<file path="src/rtl/cpu_pkg.sv">
// Types and constants shared by the fetcher, the sequencer and the executor.
package cpu_pkg;

  localparam int CMD_SIZE_W = 2;
  localparam int ADDR_W     = 32;

  typedef enum logic [2:0] {
    ST_IDLE    = 3'd0,
    ST_FETCH   = 3'd1,
    ST_ISSUE   = 3'd2,
    ST_EXEC    = 3'd3,
    ST_ADVANCE = 3'd4,
    ST_HALT    = 3'd5,
    ST_FAULT   = 3'd6
  } seq_state_t;

  typedef logic [1:0] fault_code_t;

  localparam fault_code_t FAULT_NONE          = 2'd0;
  localparam fault_code_t FAULT_WDT           = 2'd1;
  localparam fault_code_t FAULT_ZERO_SIZE     = 2'd2;
  localparam fault_code_t FAULT_SPURIOUS_DONE = 2'd3;

  function automatic logic is_running(input seq_state_t s);
    return (s == ST_FETCH) || (s == ST_ISSUE) || (s == ST_EXEC) || (s == ST_ADVANCE);
  endfunction

endpackage

</file>
<file path="src/rtl/exec_sequencer_if.sv">
// Sequencer-side bundle: fetcher/executor handshakes plus run control and debug status.
interface exec_sequencer_if;
  import cpu_pkg::*;

  logic                         run;
  logic                         exe_flag;
  logic                         exe_done;
  logic        [CMD_SIZE_W-1:0] exe_cmd_size;
  logic                         exe_jmp;
  logic signed [ADDR_W-1:0]     exe_jmp_offset;
  logic                         exe_halt;

  logic                         exe_start;
  logic                         ready_flag;
  logic        [CMD_SIZE_W-1:0] prev_cmd_size;
  logic                         jmp_flag;
  logic signed [ADDR_W-1:0]     new_exe_addr_offset;
  logic                         running;
  logic                         halted;
  logic                         fault;
  fault_code_t                  fault_code;
  logic        [31:0]           instr_retired;
  logic        [31:0]           cycle_count;

  modport master (
    input  run, exe_flag, exe_done, exe_cmd_size, exe_jmp, exe_jmp_offset, exe_halt,
    output exe_start, ready_flag, prev_cmd_size, jmp_flag, new_exe_addr_offset,
           running, halted, fault, fault_code, instr_retired, cycle_count
  );

  modport slave (
    output run, exe_flag, exe_done, exe_cmd_size, exe_jmp, exe_jmp_offset, exe_halt,
    input  exe_start, ready_flag, prev_cmd_size, jmp_flag, new_exe_addr_offset,
           running, halted, fault, fault_code, instr_retired, cycle_count
  );

endinterface

</file>
<file path="src/rtl/seq_counters.sv">
// Retired-instruction and running-cycle debug counters plus the per-command watchdog.
module seq_counters #(
  parameter int WDT_CYCLES = 1024
) (
  input  logic        clk,
  input  logic        rst,
  input  logic        i_retire,
  input  logic        i_cycle,
  input  logic        i_wdt_clear,
  input  logic        i_wdt_tick,
  output logic [31:0] o_instr_retired,
  output logic [31:0] o_cycle_count,
  output logic        o_wdt_trip
);

  localparam int WDT_W = $clog2(WDT_CYCLES + 1);

  logic [31:0]      r_retired;
  logic [31:0]      r_cycles;
  logic [WDT_W-1:0] r_wdt;

  always_ff @(posedge clk) begin
    if (rst) begin
      r_retired <= '0;
      r_cycles  <= '0;
      r_wdt     <= '0;
    end else begin
      if (i_retire) r_retired <= r_retired + 32'd1;
      if (i_cycle)  r_cycles  <= r_cycles + 32'd1;
      if (i_wdt_clear)     r_wdt <= '0;
      else if (i_wdt_tick) r_wdt <= r_wdt + WDT_W'(1);
    end
  end

  // r_wdt counts EXEC cycles already elapsed, so the current EXEC cycle is number r_wdt+1.
  assign o_wdt_trip      = (r_wdt == WDT_W'(WDT_CYCLES - 1));
  assign o_instr_retired = r_retired;
  assign o_cycle_count   = r_cycles;

endmodule

</file>
<file path="src/rtl/exec_sequencer.sv">
// Fetch/execute loop sequencer: hands fetched commands to the executor, advances the IP,
// and owns run/pause, halt and fault handling.
module exec_sequencer
  import cpu_pkg::*;
#(
  parameter int FETCH_LAT  = 1,
  parameter int WDT_CYCLES = 1024
) (
  input logic              clk,
  input logic              rst,
  exec_sequencer_if.master bus
);

  seq_state_t               r_state, w_next;
  fault_code_t              r_fault_code, w_fault_code;
  logic                     r_fetch_first, r_flag_seen;
  logic [2:0]               r_lat_cnt;
  logic                     r_exe_start, r_ready, r_jmp;
  logic                     r_running, r_halted, r_fault;
  logic [CMD_SIZE_W-1:0]    r_size;
  logic signed [ADDR_W-1:0] r_offset;
  logic                     w_accept, w_lat_done, w_wdt_trip;
  logic                     w_retire, w_cycle, w_wdt_clear, w_wdt_tick;

  // The first FETCH cycle may still see the previous command's exe_flag.
  assign w_accept   = (r_state == ST_FETCH) && !r_fetch_first && !r_flag_seen && bus.exe_flag;
  assign w_lat_done = r_flag_seen && (r_lat_cnt == 3'(FETCH_LAT));

  always_comb begin
    w_next       = r_state;
    w_fault_code = r_fault_code;
    case (r_state)
      ST_IDLE:    if (bus.run) w_next = ST_FETCH;
      ST_FETCH:   if (w_lat_done || (w_accept && (FETCH_LAT == 0))) w_next = ST_ISSUE;
      ST_ISSUE:   w_next = ST_EXEC;
      ST_EXEC: begin
        if (bus.exe_done) begin
          if (bus.exe_halt) begin
            w_next = ST_HALT;
          end else if (!bus.exe_jmp && (bus.exe_cmd_size == '0)) begin
            w_next       = ST_FAULT;
            w_fault_code = FAULT_ZERO_SIZE;
          end else begin
            w_next = ST_ADVANCE;
          end
        end else if (w_wdt_trip) begin
          w_next       = ST_FAULT;
          w_fault_code = FAULT_WDT;
        end
      end
      ST_ADVANCE: w_next = bus.run ? ST_FETCH : ST_IDLE;
      ST_HALT, ST_FAULT: w_next = r_state;
      default:    w_next = ST_IDLE;
    endcase
    // A completion outside EXEC overrides everything except an already recorded fault.
    if (bus.exe_done && (r_state != ST_EXEC) && (r_state != ST_FAULT)) begin
      w_next       = ST_FAULT;
      w_fault_code = FAULT_SPURIOUS_DONE;
    end
  end

  always_ff @(posedge clk) begin
    if (rst) begin
      r_state       <= ST_IDLE;
      r_fault_code  <= FAULT_NONE;
      r_fetch_first <= 1'b0;
      r_flag_seen   <= 1'b0;
      r_lat_cnt     <= '0;
      r_exe_start   <= 1'b0;
      r_ready       <= 1'b0;
      r_running     <= 1'b0;
      r_halted      <= 1'b0;
      r_fault       <= 1'b0;
      r_size        <= '0;
      r_jmp         <= 1'b0;
      r_offset      <= '0;
    end else begin
      r_state      <= w_next;
      r_fault_code <= w_fault_code;
      r_exe_start  <= (w_next == ST_ISSUE);
      r_ready      <= (w_next == ST_ADVANCE);
      r_running    <= is_running(w_next);
      r_halted     <= (w_next == ST_HALT);
      r_fault      <= (w_next == ST_FAULT);
      if (w_next == ST_ADVANCE) begin
        r_size   <= bus.exe_cmd_size;
        r_jmp    <= bus.exe_jmp;
        r_offset <= bus.exe_jmp_offset;
      end else begin
        r_size   <= '0;
        r_jmp    <= 1'b0;
        r_offset <= '0;
      end
      r_fetch_first <= (w_next == ST_FETCH) && (r_state != ST_FETCH);
      if (r_state != ST_FETCH) begin
        r_flag_seen <= 1'b0;
        r_lat_cnt   <= '0;
      end else if (w_accept) begin
        r_flag_seen <= 1'b1;
        r_lat_cnt   <= 3'd1;
      end else if (r_flag_seen) begin
        r_lat_cnt <= r_lat_cnt + 3'd1;
      end
    end
  end

  assign w_retire    = (w_next == ST_ADVANCE);
  assign w_cycle     = is_running(r_state);
  assign w_wdt_clear = (r_state == ST_ISSUE);
  assign w_wdt_tick  = (r_state == ST_EXEC);

  seq_counters #(
    .WDT_CYCLES (WDT_CYCLES)
  ) u_counters (
    .clk             (clk),
    .rst             (rst),
    .i_retire        (w_retire),
    .i_cycle         (w_cycle),
    .i_wdt_clear     (w_wdt_clear),
    .i_wdt_tick      (w_wdt_tick),
    .o_instr_retired (bus.instr_retired),
    .o_cycle_count   (bus.cycle_count),
    .o_wdt_trip      (w_wdt_trip)
  );

  assign bus.exe_start           = r_exe_start;
  assign bus.ready_flag          = r_ready;
  assign bus.prev_cmd_size       = r_size;
  assign bus.jmp_flag            = r_jmp;
  assign bus.new_exe_addr_offset = r_offset;
  assign bus.running             = r_running;
  assign bus.halted              = r_halted;
  assign bus.fault               = r_fault;
  assign bus.fault_code          = r_fault_code;

endmodule

</file>
<file path="src/flat_wrapper.sv">
// flat-port wrapper written by rule: the top's interface ports become plain ports
module exec_sequencer_flat import cpu_pkg::*;
#(
  parameter int FETCH_LAT  = 1,
  parameter int WDT_CYCLES = 1024
)
  (clk, rst, bus_run, bus_exe_flag, bus_exe_done, bus_exe_cmd_size, bus_exe_jmp, bus_exe_jmp_offset, bus_exe_halt, bus_exe_start, bus_ready_flag, bus_prev_cmd_size, bus_jmp_flag, bus_new_exe_addr_offset, bus_running, bus_halted, bus_fault, bus_fault_code, bus_instr_retired, bus_cycle_count);
  exec_sequencer_if bus_i ();
  input logic clk;
  input logic rst;
  input wire logic [$bits(bus_i.run)-1:0] bus_run;
  input wire logic [$bits(bus_i.exe_flag)-1:0] bus_exe_flag;
  input wire logic [$bits(bus_i.exe_done)-1:0] bus_exe_done;
  input wire logic [$bits(bus_i.exe_cmd_size)-1:0] bus_exe_cmd_size;
  input wire logic [$bits(bus_i.exe_jmp)-1:0] bus_exe_jmp;
  input wire logic [$bits(bus_i.exe_jmp_offset)-1:0] bus_exe_jmp_offset;
  input wire logic [$bits(bus_i.exe_halt)-1:0] bus_exe_halt;
  output wire logic [$bits(bus_i.exe_start)-1:0] bus_exe_start;
  output wire logic [$bits(bus_i.ready_flag)-1:0] bus_ready_flag;
  output wire logic [$bits(bus_i.prev_cmd_size)-1:0] bus_prev_cmd_size;
  output wire logic [$bits(bus_i.jmp_flag)-1:0] bus_jmp_flag;
  output wire logic [$bits(bus_i.new_exe_addr_offset)-1:0] bus_new_exe_addr_offset;
  output wire logic [$bits(bus_i.running)-1:0] bus_running;
  output wire logic [$bits(bus_i.halted)-1:0] bus_halted;
  output wire logic [$bits(bus_i.fault)-1:0] bus_fault;
  output wire logic [$bits(bus_i.fault_code)-1:0] bus_fault_code;
  output wire logic [$bits(bus_i.instr_retired)-1:0] bus_instr_retired;
  output wire logic [$bits(bus_i.cycle_count)-1:0] bus_cycle_count;
  assign bus_i.run = bus_run;
  assign bus_i.exe_flag = bus_exe_flag;
  assign bus_i.exe_done = bus_exe_done;
  assign bus_i.exe_cmd_size = bus_exe_cmd_size;
  assign bus_i.exe_jmp = bus_exe_jmp;
  assign bus_i.exe_jmp_offset = bus_exe_jmp_offset;
  assign bus_i.exe_halt = bus_exe_halt;
  assign bus_exe_start = bus_i.exe_start;
  assign bus_ready_flag = bus_i.ready_flag;
  assign bus_prev_cmd_size = bus_i.prev_cmd_size;
  assign bus_jmp_flag = bus_i.jmp_flag;
  assign bus_new_exe_addr_offset = bus_i.new_exe_addr_offset;
  assign bus_running = bus_i.running;
  assign bus_halted = bus_i.halted;
  assign bus_fault = bus_i.fault;
  assign bus_fault_code = bus_i.fault_code;
  assign bus_instr_retired = bus_i.instr_retired;
  assign bus_cycle_count = bus_i.cycle_count;
  exec_sequencer #(.FETCH_LAT(FETCH_LAT), .WDT_CYCLES(WDT_CYCLES)) u_core (.clk(clk), .rst(rst), .bus(bus_i));
endmodule
</file>
<file path="config.mk">
export PLATFORM = sky130hd
export DESIGN_NAME = exec_sequencer_flat
export DESIGN_NICKNAME = d
export VERILOG_FILES = /design/src/rtl/cpu_pkg.sv /design/src/rtl/exec_sequencer_if.sv /design/src/rtl/seq_counters.sv /design/src/rtl/exec_sequencer.sv /design/src/flat_wrapper.sv
export SDC_FILE = /design/constraint.sdc
export NUM_CORES = 1
export LEC_CHECK = 0
export CORE_UTILIZATION = 48
export CTS_CLUSTER_SIZE = 8
export DETAILED_ROUTE_END_ITERATION = 6
export GPL_TIMING_DRIVEN = 1
export PLACE_DENSITY = 0.78
export SLEW_MARGIN = 25
export SYNTH_ARGS = -nofsm -noshare
export SYNTH_HDL_FRONTEND = slang
export SYNTH_HIERARCHICAL = 1
export SYNTH_SLANG_ARGS = --single-unit
</file>
<file path="constraint.sdc">
create_clock -name clk -period 3.78 [get_ports clk]
set_input_delay 0.756 -clock clk [delete_from_list [all_inputs] [get_ports clk]]
set_output_delay 0.756 -clock clk [all_outputs]
set_load 0.01 [all_outputs]
</file>
Yosys cells after proc, flatten, opt, wreduce, memory -nomap -nowiden:

Cells that the tools add are included.

* add/sub/neg operators: 4
* multiply operators: 0
* div/mod/pow operators: 0
* magnitude comparators: 0
* eq/ne operators: 19
* shift-type cells: 0
* multiplexer cells: 17
* bitwise operators: 1
* reduce and logical (&&, ||, !) cells: 28

Operators by type and width (number)
* $add 32x1->32 const B: 2
* $eq 3x3->1 const B: 6
* $mux 3: 6
* $pmux 3 s6: 1
* $mux 2: 7
* $eq 3x2->1 const B: 4
* $add 11x1->11 const B: 1
* $eq 11x10->1 const B: 1
* $eq 3x1->1 const B: 3
* $logic_and 1x1->1: 8
* $reduce_or 2->1: 4
* $logic_or 1x1->1: 6
* $ne 3x1->1 const B: 2
* $ne 3x2->1 const B: 2
* $reduce_and 4->1: 1
* $reduce_bool 2->1: 2
* $add 3x1->3 const B: 1
* $logic_not 1->1: 3
* $logic_not 3->1: 1
* $mux 1: 3
* $ne 3x3->1 const B: 1
* $reduce_bool 3->1: 1
* $reduce_or 3->1: 1
* $logic_not 2->1: 1
* $not 1->1: 1

* bits in registers: 125
* bits in latches: 0
* memory bits (writable): 0
* bits in read-only memories: 0
* input bits: 41
* output and inout bits: 106
* word-level logic and storage cells: 86
* memories kept: 0

Logic depth before layout (Yosys ltp):

Gate-level depths: netlist (run 1).

* depth after elaboration: 11
* depth in mapped cells: 13
* depth with buffers taken out: 12

Cells and area by module:

Netlist (run 1), hierarchy kept.

Modules (own cells, without submodules)
* seq_counters: instances 1, cells an instance 401, area each 3445.8 sq um
* exec_sequencer: instances 1, cells an instance 166, area each 1734.2 sq um

Worst setup path after synthesis (run 1):

OpenSTA, ideal clock, no wires.

* path type: flip-flop to flip-flop
* start: register u_core.u_counters.r_wdt[0]
* end: register u_core.u_counters.r_retired[20] (netlist: u_core/u_counters/o_instr_retired[20])
* library setup time: 121 ps
* arrival time: 3315 ps
* data required time: 3659 ps
* path slack: 344 ps
* cell stages (with the launch flop): 14
* cells stage by stage: dfxtp_1 > ha_1 > nand4_1 > nor4_1 > nor2_1 > a211oi_1 > o32ai_2 > or2_2 > nor2_1 > and4_1 > clkbuf_1 > nand2_1 > nor4_1 > mux2_2

* cells in the longest elaborated chain, start to end: 6

Ends and longest elaborated chain
* from (decl): RTL line seq_counters.sv:20 `logic [WDT_W-1:0] r_wdt;`
* from (signal assigned): RTL line seq_counters.sv:31 `else if (i_wdt_tick) r_wdt <= r_wdt + WDT_W'(1);`
* $eq 11x10->1: RTL line seq_counters.sv:36 `assign o_wdt_trip = (r_wdt == WDT_W'(WDT_CYCLES - 1));`
* net u_core.w_wdt_trip: RTL line exec_sequencer.sv:22 `logic w_accept, w_lat_done, w_wdt_trip;`
* $mux 3: RTL line exec_sequencer.sv:46 `end else if (w_wdt_trip) begin`
* $mux 3: RTL line exec_sequencer.sv:37 `if (bus.exe_done) begin`
* $pmux 3 s6: RTL line exec_sequencer.sv:32 `case (r_state)`
* $mux 3: RTL line exec_sequencer.sv:56 `if (bus.exe_done && (r_state != ST_EXEC) && (r_state != ST_FAULT)) begin`
* $eq 3x3->1: RTL line exec_sequencer.sv:107 `assign w_retire = (w_next == ST_ADVANCE);`
* net u_core.w_retire: RTL line exec_sequencer.sv:23 `logic w_retire, w_cycle, w_wdt_clear, w_wdt_tick;`
* to (signal assigned): RTL line seq_counters.sv:28 `if (i_retire) r_retired <= r_retired + 32'd1;`
* to (decl): RTL line seq_counters.sv:18 `logic [31:0] r_retired;`

The timed path passes the listed nets, and every way through them passes these cells.
A chain may end at the register's enable or synchronous reset.

Worst setup path in the final report (run 1):

Same ends and word-level chain as after synthesis.

==> results.yml, run 1 <==
status:
  status: "finished, final reports clean"
worst_setup_path:
  cp.buffers_inverters: 0
  slowest_stage: "mux2_2"
  crit_chain: "ha_1 -> nand4_1 -> nor4_1 -> nor2_1 -> a211oi_1 -> o32ai_2 -> or2_2 -> nor2_1 -> and4_1 -> nand2_1 -> nor4_1 -> mux2_2"
  cp.arrival_ps: 3890
  start_kind: "flip-flop"
  critical_path.max_stage_delay_ps: 380
  crit_family: "simple AND/OR/NAND/NOR gates"
  required_ps: 4180
  worstSetupPathType: "flip-flop to flip-flop"
  cp_max_fo: 7
  endpoint_kind: "flip-flop"
pwr:
  seqPwrFrac: 0.410
  p_int_uw: 2640
  cellPowerDensity_nw_per_um2: 449
  sw_frac_of_total: 0.205
  p_leak_uw: 0.00257
  p_switching_uw: 683
  max-vdd-ir-drop_mv: 0.297
  clkPwrFrac: 0.529
  p_comb_frac: 0.061
sta:
  period_minus_slack_ps: 3500
  clock_skew_ps: 8.35
  slew_viol_final: 0
  max_freq_ghz: 0.286
  slew_headroom: 0.342
  rsz0062_at_grt: "false"
  final_hold_viol_count: 0
  setup_viol: 0
  post-route-period-util: 0.925
  tightest_slew_ps: 984
  tns_ps: 0
routing:
  vias_per_cell: 5.47
  dr.first_iter.drc_count: 330
  postRouteAntennaNets: 0
  dr.pass1.iters: 5
  wl_um: 12700
  vias: 4743
  route.detailed.drc: 0
  wl_per_cell_um: 14.7
floorplan:
  start_util: 0.497
  die-area_um2: 11200
  die-height_um: 106
  io_pins: 147
  fp.dieW_um: 106
  rows: 37
  coreArea_um2: 10400
cts:
  numCtsBuffers: 17
  hold_buffers: 0
  postCtsSetupBuffers: 0
  cts_tree: "built"
  ctsHtreeMaxLevel: 4
  cts-root-buf: "clkbuf_8"
  clockBufferDepth: 2
  clock_latency_ps: 510
  path_clk_slew_ps: 60
  cts-resized-gates: 0
  cts_sinks: 125
global_route:
  track_usage: 0.240
  use_met3: 0.0693
  antenna_found_initial: 0
  grt-ovfl-total: 0
  grtUsageMet1: 0.280
  grt_use_met2: 0.413
  grt_pass1_vias: 4533
  grt_max_degree: 39
  busiest_layer: "met2"
  grt_pass1_wl_um: 21300
placed_design:
  io_buffer_count: 146
  hpwlAfterDp_um: 8940
  dp.cells: 835
  gp_congestion: 0.888
run:
  drv_cap: 0
yosys:
  syn_inst: 567
  postSynthAreaPerCell_um2: 9.14
  yosysWarnings: 6
  synth_nets: 613
  ys_ff_latch: 125
  yosysUniqueCellTypes: 44
  yosysSeqAreaShare: 0.483
  synth_edf_count: 0
  async_flop_share: 0
  synth-main-ff-cell: "dfxtp_1"
  netlist_area_um2: 5180
final_layout:
  final_common_cell: "clkdlybuf4s50_1"
  fin_cells: 867
  drive_above_1_share: 0.0793
  area_growth_pct: 43.0
  nets: 764
  antenna-diode-count: 0
  layout_common_cells: "145 x clkdlybuf4s50_1, 125 x dfxtp_1, 54 x nor2_1"
hold_path:
  hold_class: "flip-flop to flip-flop"
stage by stage:
stage                     power (µW)  hold slack (ps)  utilization  area [µm²]  setup slack (ps)
final                           3330              484        0.711        7410               285
after global routing            3440              507        0.711        7410              14.2
after CTS                       3350              485        0.711        7410               333
after detailed placement        1590              477        0.649        6760               209
after global placement          1590              465        0.649        6760               230
after floorplan                 1480              467            -        5180               344
path summary, 6_finish.rpt:
path,start,endpoint,slack (ps),cells past startpoint
min reg2reg,u_core/u_counters/o_instr_retired[31]$_SDFFE_PP0P_,u_core/u_counters/o_instr_retired[31]$_SDFFE_PP0P_,480,2
min,u_core/u_counters/o_instr_retired[31]$_SDFFE_PP0P_,u_core/u_counters/o_instr_retired[31]$_SDFFE_PP0P_,480,2
max reg2reg,u_core/u_counters/r_wdt[0]$_SDFFE_PP0P_,u_core/u_counters/o_instr_retired[20]$_SDFFE_PP0P_,280,12
max,u_core/u_counters/r_wdt[0]$_SDFFE_PP0P_,u_core/u_counters/o_instr_retired[20]$_SDFFE_PP0P_,280,12
worst reg2reg max path, cell delays in order (launching register included):
cell and delay, ps:
dfxtp_1 360, ha_1 200, nand4_1 200, nor4_1 330, nor2_1 130, a211oi_1 270, o32ai_2 120, or2_2 320
nor2_1 210, and4_1 330, nand2_1 200, nor4_1 340, mux2_2 380
cell type report:
cell class | instances | area (µm²)
Multi-Input combinational cell | 404 | 2510
Fill cell | 814 | 3010
Inverter | 14 | 52.6
Clock buffer | 21 | 459
Clock inverter | 11 | 188
Tap cell | 136 | 170
Timing Repair Buffer | 156 | 1530
Sequential cell | 125 | 2500
sequential cells by signal (all words and copies together), names as in the netlist:
| signal | cells |
|---|---|
| u_core/bus.new_exe_addr_offset | 32 |
| u_core/bus.halted | 1 |
| u_core/bus.fault | 1 |
| u_core/bus.jmp_flag | 1 |
| u_core/bus.exe_start | 1 |
| u_core/bus.fault_code | 2 |
| u_core/r_state | 3 |
| u_core/bus.running | 1 |
| u_core/u_counters/o_cycle_count | 32 |
| u_core/bus.ready_flag | 1 |
| u_core/u_counters/o_instr_retired | 32 |
| u_core/r_lat_cnt | 3 |
| u_core/bus.prev_cmd_size | 2 |
| u_core/r_flag_seen | 1 |
| u_core/u_counters/r_wdt | 11 |
| u_core/r_fetch_first | 1 |
Yosys cell counts, types with 13 or more instances:
master / number / area share
xnor2_1: 16 / 0.027
inv_1: 13 / 0.0094
nand2_1: 35 / 0.025
dfxtp_1: 125 / 0.48
nor3_1: 14 / 0.014
nand4_1: 22 / 0.027
o31ai_1: 25 / 0.036
and2_1: 38 / 0.046
nand3_1: 19 / 0.018
or3_1: 13 / 0.016
a21oi_1: 43 / 0.042
nor2_1: 54 / 0.039
o21ai_0: 16 / 0.015
xor2_1: 17 / 0.029
or4_1: 27 / 0.039
power groups by stage:
stage / registers, µW / clock network [µW] / logic (µW)
final: 1370 / 1760 / 202
after global routing: 1370 / 1850 / 220
after CTS: 1360 / 1780 / 203
after detailed placement: 1390 / 0 / 201
after global placement: 1390 / 0 / 195
after floorplan: 1400 / 0 / 87.2
routing by layer:
| metal | share of wire | wire, µm |
|---|---|---|
| met1 | 0.42 | 5300 |
| met2 | 0.52 | 6630 |
| met3 | 0.050 | 642 |
| met4 | 0.011 | 140 |
| met5 | 0 | 0 |
logic make-up after synthesis:
logic type / Yosys count / share of synthesized area
AND/OR/NAND/NOR: 263 / 0.285
flip-flops: 125 / 0.483
AO/OA/AOI/OAI: 95 / 0.114
buffers and inverters: 38 / 0.0331
XOR/XNOR: 33 / 0.0558
multiplexers: 8 / 0.0167
adder cells (fa/ha/maj): 5 / 0.0121
Power figures use the tool's default switching activity.
==> run 2, diff against run 1 <==
--- a/config.mk
+++ b/config.mk
@@ -6,7 +6,7 @@
 export NUM_CORES = 1
 export LEC_CHECK = 0
 export CORE_UTILIZATION = 48
-export CTS_CLUSTER_SIZE = 8
+export CTS_CLUSTER_SIZE = 40
 export DETAILED_ROUTE_END_ITERATION = 6
 export GPL_TIMING_DRIVEN = 1
 export PLACE_DENSITY = 0.78
==> results of run 2 <==
Final layout, timing and power as in run 1 (identical DEF).
==> run 3, diff against run 2 <==
--- a/config.mk
+++ b/config.mk
@@ -10,6 +10,7 @@
 export DETAILED_ROUTE_END_ITERATION = 6
 export GPL_TIMING_DRIVEN = 1
 export PLACE_DENSITY = 0.78
+export RECOVER_POWER = 25
 export SLEW_MARGIN = 25
 export SYNTH_ARGS = -nofsm -noshare
 export SYNTH_HDL_FRONTEND = slang
==> run 3 against run 2 <==
The run now ends with max-capacitance violations, max-slew violations left; clock skew decreased by 0.62 ps; wire length increased by 0.29%; sequential cell count unchanged; hold slack about the same; non-clock buffer count unchanged; critical path depth unchanged.
==> results.yml, run 3 (synthesis gave the netlist of run 1 again) <==
final_layout:
  fin_area_um2: 7380
  fin_cells: 867
  multi_input_area_um2: 2480
  final_common_cell: "dfxtp_1"
  drive_above_1_share: 0.0698
  fill_cells: 819
  area_growth_pct: 42.5
  postLayoutCoreUtil: 0.708
  nets: 764
  layout_common_cells: "125 x dfxtp_1, 118 x clkdlybuf4s50_1, 54 x nor2_1"
  antenna-diode-count: 0
  register_area_um2: 2500
global_route:
  antenna_found_initial: 0
  grt_max_degree: 39
  grt_pass1_vias: 4533
  grt_pass1_wl_um: 21300
  track_usage: 0.240
  grt-ovfl-total: 0
routing:
  wl_per_cell_um: 14.7
  route.detailed.drc: 0
  postRouteAntennaNets: 0
  vias_per_cell: 5.46
  wl_um: 12800
  dr.pass1.iters: 5
  vias: 4733
  dr.first_iter.drc_count: 323
placed_design:
  hpwlAfterDp_um: 8940
  gp_congestion: 0.888
  io_buffer_count: 146
  dpl-instance-area_um2: 6760
  dp.cells: 835
  pre_cts_slack_ps: 209
sta:
  slew_viol_final: 39
  period_minus_slack_ps: 3520
  tns_ps: 0
  tightest_slew_ps: 1780
  post-route-period-util: 0.930
  setup_viol: 0
  rsz0062_at_grt: "false"
  fin_ws_ps: 264
  clock_skew_ps: 7.72
  final_hold_viol_count: 0
  slew_headroom: -0.187
  max_freq_ghz: 0.284
pwr:
  cellPowerDensity_nw_per_um2: 449
  clkPwrFrac: 0.530
  seqPwrFrac: 0.411
  p_int_uw: 2640
  sw_frac_of_total: 0.205
  max-vdd-ir-drop_mv: 0.297
  p_switching_uw: 678
  p_comb_frac: 0.059
  p_leak_uw: 0.00264
cts:
  path_clk_slew_ps: 60
  numCtsBuffers: 17
  clockBufferDepth: 2
  cts_tree: "built"
  ctsHtreeMaxLevel: 4
  cts_sinks: 125
  clock_latency_ps: 510
  cts-resized-gates: 0
  postCtsSetupBuffers: 0
  hold_buffers: 0
  cts-root-buf: "clkbuf_8"
worst_setup_path:
  start_kind: "flip-flop"
  critical_path.max_stage_delay_ps: 510
  slowest_stage: "or4_1"
  cp.arrival_ps: 3950
  required_ps: 4220
  crit_chain: "ha_1 -> nand4_1 -> nor4_1 -> nor2_1 -> a211oi_1 -> o32ai_2 -> or2_2 -> nor2_1 -> and4_1 -> nand4_1 -> or4_1 -> a21oi_1"
  endpoint_kind: "flip-flop"
  worstSetupPathType: "flip-flop to flip-flop"
  cp_max_fo: 8
floorplan:
  coreArea_um2: 10400
  die-height_um: 106
  fp.dieW_um: 106
  io_pins: 147
  rows: 37
  start_util: 0.497
  die-area_um2: 11200
status:
  status: "complete, but fails checks"
  failed_checks: "max-capacitance violations, max-slew violations"
run:
  drv_cap: 1
hold_path:
  hold_class: "flip-flop to flip-flop"
run 3: critical path: cells and delay by family (launching register included):
kind            cells  cell delay [ps]
fa+ha+maj           1              200
flops               1              360
compound gates      3              560
simple gates        8             2320
run 3: per-stage QoR:
stage / hold slack, ps / power [µW]
2_1_floorplan: 467 / 1480
3_3_place_gp: 465 / 1590
3_5_place_dp: 477 / 1590
4_1_cts: 485 / 3350
5_1_grt: 507 / 3420
6_report: 484 / 3310
run 3: power groups by stage:
stage	combinational, µW	sequential, µW	clock (µW)
2_1_floorplan	87.2	1400	0
3_3_place_gp	195	1390	0
3_5_place_dp	201	1390	0
4_1_cts	203	1360	1780
5_1_grt	212	1370	1850
6_report	195	1360	1760
run 3: per-layer routing:
metal	share of wire	vias up	global-route usage
li1	-	2340	-
met1	0.41	2228	0.280
met3	0.051	14	0.0693
met4	0.010	0	0.0923
met5	0	-	0
met2	0.52	151	0.413
run 3: final timing paths:
kind / slack, ps / startpoint / cells past startpoint / endpoint
max: 260 / u_core/u_counters/r_wdt[0]$_SDFFE_PP0P_ / 12 / u_core/u_counters/o_instr_retired[24]$_SDFFE_PP0P_
min: 480 / u_core/u_counters/o_instr_retired[31]$_SDFFE_PP0P_ / 2 / u_core/u_counters/o_instr_retired[31]$_SDFFE_PP0P_
max reg2reg: 260 / u_core/u_counters/r_wdt[0]$_SDFFE_PP0P_ / 12 / u_core/u_counters/o_instr_retired[24]$_SDFFE_PP0P_
min reg2reg: 480 / u_core/u_counters/o_instr_retired[31]$_SDFFE_PP0P_ / 2 / u_core/u_counters/o_instr_retired[31]$_SDFFE_PP0P_
run 3: final cells by class:
| class | instances | area share |
|---|---|---|
| tap | 136 | 0.0231 |
| clock inverter | 11 | 0.0254 |
| timing repair buffer | 156 | 0.207 |
| inverter | 14 | 0.00712 |
| sequential | 125 | 0.339 |
| clock buffer | 21 | 0.0622 |
| multi-input combinational | 404 | 0.336 |
